## config.mk

```make
export PLATFORM = sky130hd
export DESIGN_NAME = hex_display_arbiter
export DESIGN_NICKNAME = d
export VERILOG_FILES = /design/src/rtl/hex_display_arbiter_pkg.sv /design/src/rtl/hex_display_arbiter_rr_picker.sv /design/src/rtl/hex_display_arbiter.sv
export SDC_FILE = /design/constraint.sdc
export NUM_CORES = 1
export LEC_CHECK = 0
export ABC_AREA = 1
export CORE_ASPECT_RATIO = 2
export CORE_MARGIN = 4
export CORE_UTILIZATION = 25
export DETAILED_ROUTE_END_ITERATION = 10
export GPL_TIMING_DRIVEN = 0
export PLACE_DENSITY = 0.56
export SLEW_MARGIN = 20
export SYNTH_ARGS = -nofsm -noshare
export SYNTH_HDL_FRONTEND = slang
export SYNTH_HIERARCHICAL = 1
export SYNTH_SLANG_ARGS = --single-unit
```

## constraint.sdc

```tcl
create_clock -name clk -period 2.4 [get_ports clk]
set_clock_uncertainty 0.1 [all_clocks]
set_input_delay 0.24 -clock clk [delete_from_list [all_inputs] [get_ports clk]]
set_output_delay 0.24 -clock clk [all_outputs]
set_load 0.02 [all_outputs]
```

## src/rtl/hex_display_arbiter_pkg.sv

```systemverilog
// Shared constants for the hex display arbiter: requester count, dwell defaults,
// counter width and FSM state encodings.
package hex_display_arbiter_pkg;

    localparam int NREQ_C        = 4;
    localparam int DWELL_DEFAULT = 16;
    localparam int CNT_W         = 16;

    localparam logic [0:0] ST_IDLE = 1'b0;
    localparam logic [0:0] ST_SHOW = 1'b1;

endpackage

```

## src/rtl/hex_display_arbiter_rr_picker.sv

```systemverilog
// Round-robin 4-way priority encoder: search starts one past the last winner.
// Purely combinational; zero latency, no backpressure.
module rr_picker (
    input  logic [3:0] req,
    input  logic [1:0] last,
    output logic [1:0] winner,
    output logic       any
);

    logic [1:0] idx;
    logic       found;

    always_comb begin
        winner = 2'd0;
        found  = 1'b0;
        idx    = last;
        for (int i = 1; i <= 4; i++) begin
            // 2-bit add wraps naturally, so i=4 revisits the last winner itself
            idx = last + 2'(i);
            if (!found && req[idx]) begin
                winner = idx;
                found  = 1'b1;
            end
        end
    end

    assign any = |req;

endmodule

```

## src/rtl/hex_display_arbiter.sv

```systemverilog
// Shares one 8-bit HEX display among four requesters, each winner shown for DWELL cycles.
// Latency: capture on the edge after req; freeze stalls the dwell, requests wait at level.
module hex_display_arbiter
    import hex_display_arbiter_pkg::*;
#(
    parameter int DWELL = DWELL_DEFAULT,
    parameter int NREQ  = NREQ_C
) (
    input  logic            clk,
    input  logic            rst,
    input  logic [NREQ-1:0] req,
    input  logic [7:0]      val0,
    input  logic [7:0]      val1,
    input  logic [7:0]      val2,
    input  logic [7:0]      val3,
    input  logic            freeze,
    output logic [NREQ-1:0] gnt,
    output logic [7:0]      data,
    output logic [1:0]      src,
    output logic            active
);

    localparam logic [CNT_W-1:0] RELOAD = CNT_W'(DWELL - 1);

    logic [0:0]       state;
    logic [CNT_W-1:0] cnt;
    logic [1:0]       last;
    logic [1:0]       win;
    logic             any;
    logic [7:0]       win_val;
    logic             capture;

    rr_picker u_picker (
        .req    (req),
        .last   (last),
        .winner (win),
        .any    (any)
    );

    always_comb begin
        win_val = val0;
        case (win)
            2'd0: win_val = val0;
            2'd1: win_val = val1;
            2'd2: win_val = val2;
            2'd3: win_val = val3;
            default: win_val = val0;
        endcase
    end

    // back-to-back capture at the end of a dwell leaves no idle gap
    always_comb begin
        capture = 1'b0;
        if (state == ST_IDLE)
            capture = any;
        else
            capture = !freeze && (cnt == '0) && any;
    end

    always_ff @(posedge clk) begin
        if (rst) begin
            state  <= ST_IDLE;
            cnt    <= '0;
            data   <= '0;
            src    <= '0;
            gnt    <= '0;
            active <= 1'b0;
            last   <= 2'd3;
        end else begin
            gnt <= '0;
            if (capture) begin
                state     <= ST_SHOW;
                cnt       <= RELOAD;
                data      <= win_val;
                src       <= win;
                last      <= win;
                gnt[win]  <= 1'b1;
                active    <= 1'b1;
            end else if (state == ST_SHOW && !freeze) begin
                if (cnt != '0) begin
                    cnt <= cnt - CNT_W'(1);
                end else begin
                    state  <= ST_IDLE;
                    active <= 1'b0;
                end
            end
        end
    end

endmodule

```

# ---- Yosys cells after proc, flatten, opt, wreduce, memory -nomap -nowiden
# Index checks and enable logic that the tools add are counted.
dict set report totals {
  latchBits 0
  reg_bits 33
  rom_bits 0
  ramBits 0
  n_memories 0
}
dict set report classes {
  n_div 0
  shift 0
  n_eq_ne 4
  order_cmp 6
  mux 25
  n_bitwise 1
  n_mul 0
  reduce_logical 22
  add_sub_neg 4
}
# op count
set op_table {}
lappend op_table {{case mux 8 bit (4 select lines)} 1}
lappend op_table {{zero test 16 bit} 1}
lappend op_table {{nonzero test 16 bit} 1}
lappend op_table {{subtractor 16 x 1 -> 16 bit (second input constant)} 1}
lappend op_table {{< comparator 2 x 3 -> 1 bit (second input constant)} 5}
lappend op_table {{2-to-1 mux 1 bit} 12}
lappend op_table {{2-to-1 mux 4 bit} 3}
lappend op_table {{binary-select mux 1 bit (select 2 bit)} 4}
lappend op_table {{2-to-1 mux 2 bit} 4}
lappend op_table {{logical AND 1 bit} 7}
lappend op_table {{AND reduction 2 bit} 3}
lappend op_table {{adder 2 bit (second input constant)} 2}
lappend op_table {{equality test 2 bit (second input constant)} 2}
lappend op_table {{zero test 1 bit} 4}
lappend op_table {{nonzero test 2 bit} 2}
lappend op_table {{OR reduction 2 bit} 2}
lappend op_table {{OR reduction 4 bit} 1}
lappend op_table {{adder 2 x 1 -> 2 bit (second input constant)} 1}
lappend op_table {{demux 1 bit (select 2 bit)} 1}
lappend op_table {{equality test 2 x 1 -> 1 bit (second input constant)} 1}
lappend op_table {{greater-or-equal comparator 2 x 1 -> 1 bit (second input constant)} 1}
lappend op_table {{zero test 2 bit} 1}
lappend op_table {{!= test 2 bit (second input constant)} 1}
lappend op_table {{inverter 1 bit} 1}

# ---- Longest topological paths before layout
dict set report depth {
  depth_word 17
  depth_mapped 17
}

# ---- Hierarchy
# The synthesis kept the hierarchy.
# mod cells_each area_per_inst_um2 n_inst seq_area_each_um2
set by_module_without_submodules {}
lappend by_module_without_submodules {hex_display_arbiter 263 1843.0 1 660.6}
lappend by_module_without_submodules {rr_picker 50 301.5 1 0.0}

# ---- Least setup slack after synthesis
# No wires, ideal clock.
dict set report synth_path {
  path_kind {register -> register}
  start {reg last[0]}
  end {reg data[1]}
  stages_incl_launch_ff 16
  synth_period_minus_slack_ps 1972
  path_slack_ps 428
  path_buffers 1
  t_arrival_ps 1798
  path_cell_list {dfxtp_1 > buf_6 > inv_6 > nand2_2 > nand3_1 > nand2_4 > nand3_1 > nand2_1 > nand3_2 > nand2_1 > inv_1 > nor2_1 > nand2_1 > nand3_1 > a21oi_1 > o21ai_0}
}
dict set report synth_between {
  elab_chain_len 15
}
# item line_no
set synth_lines {}
lappend synth_lines {{start, declared} hex_display_arbiter.sv:27} ;# logic [1:0] last;
lappend synth_lines {{start signal, assigned} hex_display_arbiter.sv:76} ;# last <= win;
lappend synth_lines {{adder 2 x 1 -> 2 bit} hex_display_arbiter_rr_picker.sv:19} ;# idx = last + 2'(i);
lappend synth_lines {{binary-select mux 1 bit (select 2 bit)} hex_display_arbiter_rr_picker.sv:20} ;# if (!found && req[idx]) begin
lappend synth_lines {{2-to-1 mux 1 bit (not written as such)} hex_display_arbiter_rr_picker.sv:20}
lappend synth_lines {{2-to-1 mux 1 bit} hex_display_arbiter_rr_picker.sv:20}
lappend synth_lines {{zero test 1 bit} hex_display_arbiter_rr_picker.sv:20}
lappend synth_lines {{logical AND 1 bit} hex_display_arbiter_rr_picker.sv:20}
lappend synth_lines {{2-to-1 mux 1 bit} hex_display_arbiter_rr_picker.sv:20}
lappend synth_lines {{zero test 1 bit} hex_display_arbiter_rr_picker.sv:20}
lappend synth_lines {{logical AND 1 bit} hex_display_arbiter_rr_picker.sv:20}
lappend synth_lines {{2-to-1 mux 1 bit} hex_display_arbiter_rr_picker.sv:20}
lappend synth_lines {{zero test 1 bit} hex_display_arbiter_rr_picker.sv:20}
lappend synth_lines {{logical AND 1 bit} hex_display_arbiter_rr_picker.sv:20}
lappend synth_lines {{2-to-1 mux 2 bit (*)} hex_display_arbiter_rr_picker.sv:20}
lappend synth_lines {{named net win[0]} hex_display_arbiter.sv:28} ;# logic [1:0] win;
lappend synth_lines {{equality test 2 bit (tied with other cells)} hex_display_arbiter.sv:42} ;# case (win)
lappend synth_lines {{case mux 8 bit (4 select lines) (*)} hex_display_arbiter.sv:42}
lappend synth_lines {{end signal, assigned} hex_display_arbiter.sv:74} ;# data <= win_val;
lappend synth_lines {{end, declared} hex_display_arbiter.sv:18} ;# output logic [7:0] data,
# The timed path passes the listed nets; every way through them passes the cells marked *. The select of a mux whose other input is x is not followed.
# A chain may end at the register's enable or synchronous reset.

# ---- Worst setup path after layout
dict set report layout_path {
  start {reg last[0]}
  end {reg data[6]}
}
# The elaborated chain is that of the path after synthesis.

==> results.txt <==
clock transition at the registers of the reported paths -> 0.05 ns
row cnt -> 47
Post-Syn Nets -> 354
Worst-Skew Late Latency -> 0.27 ns
chip width -> 73.5 µm
Post-CTS Hold Buffers -> 0
CP required -> 2.47 ns
crit path max fanout -> 9
vias -> 2,152
CP top delay family -> simple AND/OR/NAND/NOR gates
Pwr per Cell Area -> 986 mW/mm²
max-slew violations -> 0
CTS tree -> built
Area growth, synth to finish -> 37.7%
Worst path slowest cell -> dfxtp_1
CP cell instances -> buf_6, inv_6, nand2_1, nand2_2, nand2_4, inv_1, a31oi_1, nand3_2, nand2_1, inv_2, nand2_1, nand3_1, a21oi_1, o21ai_2
Detail Placement HPWL -> 4.85 mm
TritonRoute pass-1 iters -> 4
synthesized cell area -> 0.00214 mm²
Tot Pwr -> 2.91 mW
remaining global-route overflow -> 0
Worst-Margin Slew -> 0.376 ns
min cycle time layout -> 2.17 ns
vias in the first global route -> 2,141
PortBufs -> 53
Initial Util -> 25.7%
setup violators final -> 0
Yosys warnings -> 6
Core Area -> 0.00835 mm²
arrival time at the worst endpoint -> 2.24 ns
Avg Cell Area, Syn -> 6.85 µm²
Worst Path Buf+Inv -> 4
Rel. slew slack -> 74.9%
CP endpoint kind -> flip-flop
routability cong. -> 0.854
synth unique cells -> 29
worst-case clock buffer depth -> 2
RSZ-0062 raised after global routing -> false
I/O pin count -> 54
Final Hold Slack -> 0.375 ns
Final #Nets -> 414
Peak VDD IR -> 0.476 mV
initial antenna violation count -> 0
Die Height -> 139 µm
type of the worst setup path -> reg -> reg
Iteration-0 DRC Markers -> 91
fmax -> 0.460 GHz
synthesized flop and latch total -> 33
layout cell share with drive strength beyond 1 -> 18.7%
final hold vios -> 0
status -> finished, final reports clean
worst hold-check path type -> reg -> reg
share of the yosys chip area belonging to registers -> 30.8%
Top cell by count, worst path -> nand2_1
GRT Total Usage -> 12.0%
Worst setup SP type -> flip-flop
Mapped Cells -> 313
first-pass GRT wire length -> 9.80 mm
H-tree depth -> 2
Die ar. -> 0.0102 mm²
clock root buffer -> clkbuf_16
CTS sink count -> 33
n_diodes -> 0
Antenna Violating Nets Remaining -> 0
Max Cap Viol -> 0
CTS Buf Count -> 5
largest net degree at the start of global routing -> 11
most frequent cells in the layout -> 98 x nand2_1, 53 x clkdlybuf4s50_1, 33 x nand3_1, 33 x dfxtp_1
vias per cell -> 4.56
Worst Setup Slack, final -> 0.226 ns
Routed WL -> 5.84 mm
commonest non-fill, non-tap cell in the layout -> nand2_1
Worst Setup Slack post-DPL -> -0.290 ns
Crit path largest cell delay -> 0.35 ns
leakage -> 1.27 nW
drt drc -> 0
Final period util -> 90.6%
setup repair bufs after CTS -> 0
DR WL/cell -> 12.4 µm
registers in the layout, indices dropped and copies added (netlist names):
signal  count
state       1
last        2
gnt         4
data        8
src         2
cnt        16
metal layers:
layer	global-route usage (%)	up-vias	share of wire (%)
met5	0	-	0
met4	4.87	0	2.9
met3	2.25	10	4.1
met2	24.0	50	59
met1	11.0	964	34
li1	-	1128	-
synth_stat cells, drive strengths merged:
master | number | area share, %
a21oi | 21 | 5.1
a31oi | 1 | 0.29
buf | 7 | 3.5
clkinv | 1 | 0.17
dfxtp | 33 | 31
ha | 2 | 1.2
inv | 25 | 4.6
nand2 | 121 | 26
nand3 | 41 | 11
nand3b | 6 | 2.1
nand4 | 4 | 1.2
nor2 | 32 | 7.8
nor3 | 2 | 0.99
o21ai | 13 | 3.9
xnor2 | 1 | 0.41
xor2 | 3 | 1.2
cell families after synthesis:
family | Yosys count | share of synthesized area, %
AO/OA/AOI/OAI | 35 | 9.28
XOR/XNOR | 4 | 1.63
adder cells (fa/ha/maj) | 2 | 1.17
buffers and inverters | 33 | 8.28
flip-flops | 33 | 30.8
AND/OR/NAND/NOR | 206 | 48.8
per-stage QoR:
step / area (µm²) / util [%] / setup TNS, ns / instances
6_report: 2950 / 35.4 / 0 / 472
3_5_place_dp: 2800 / 33.5 / -2.19 / 464
3_3_place_gp: 2800 / 33.5 / -1.87 / 464
4_1_cts: 2940 / 35.2 / 0 / 472
2_1_floorplan: 2140 / - / 0 / 313
5_1_grt: 2950 / 35.4 / 0 / 472
report_power, final:
part           internal [mW]  switching, mW  total (mW)
logic                  0.611          0.937        1.55
clock network          0.380          0.229       0.610
registers              0.673         0.0827       0.756
total                   1.66           1.25        2.91
final timing paths:
kind / startpoint / end / slack [ns] / cells past startpoint
max: last[0] / data[6] / 0.23 / 14
min: data[4] / data[4] / 0.37 / 2
max reg2reg: last[0] / data[6] / 0.23 / 14
min reg2reg: data[4] / data[4] / 0.37 / 2
worst reg2reg max path: cells and delay by family, from the launching register on:
family	cells	cell delay (ns)
AO/OA/AOI/OAI	3	0.43
buffers and inverters	4	0.36
flip-flops	1	0.35
AND/OR/NAND/NOR	7	0.85
timing repair:
item                       in CTS  in global routing
pin swaps                       0                  1
setup endpoints to repair       8                  8
resized for setup               1                  6
final cells by class:
| cell class | count | area (µm²) |
|---|---|---|
| clock buffers | 6 | 129 |
| well taps | 98 | 123 |
| repair buffers | 53 | 531 |
| inverters | 26 | 103 |
| clock inverters | 2 | 10.0 |
| plain buffers | 7 | 75.1 |
| fillers | 927 | 5400 |
| multi-input cells | 247 | 1320 |
| flip-flops and latches | 33 | 661 |
Power figures use the tool's default switching activity.
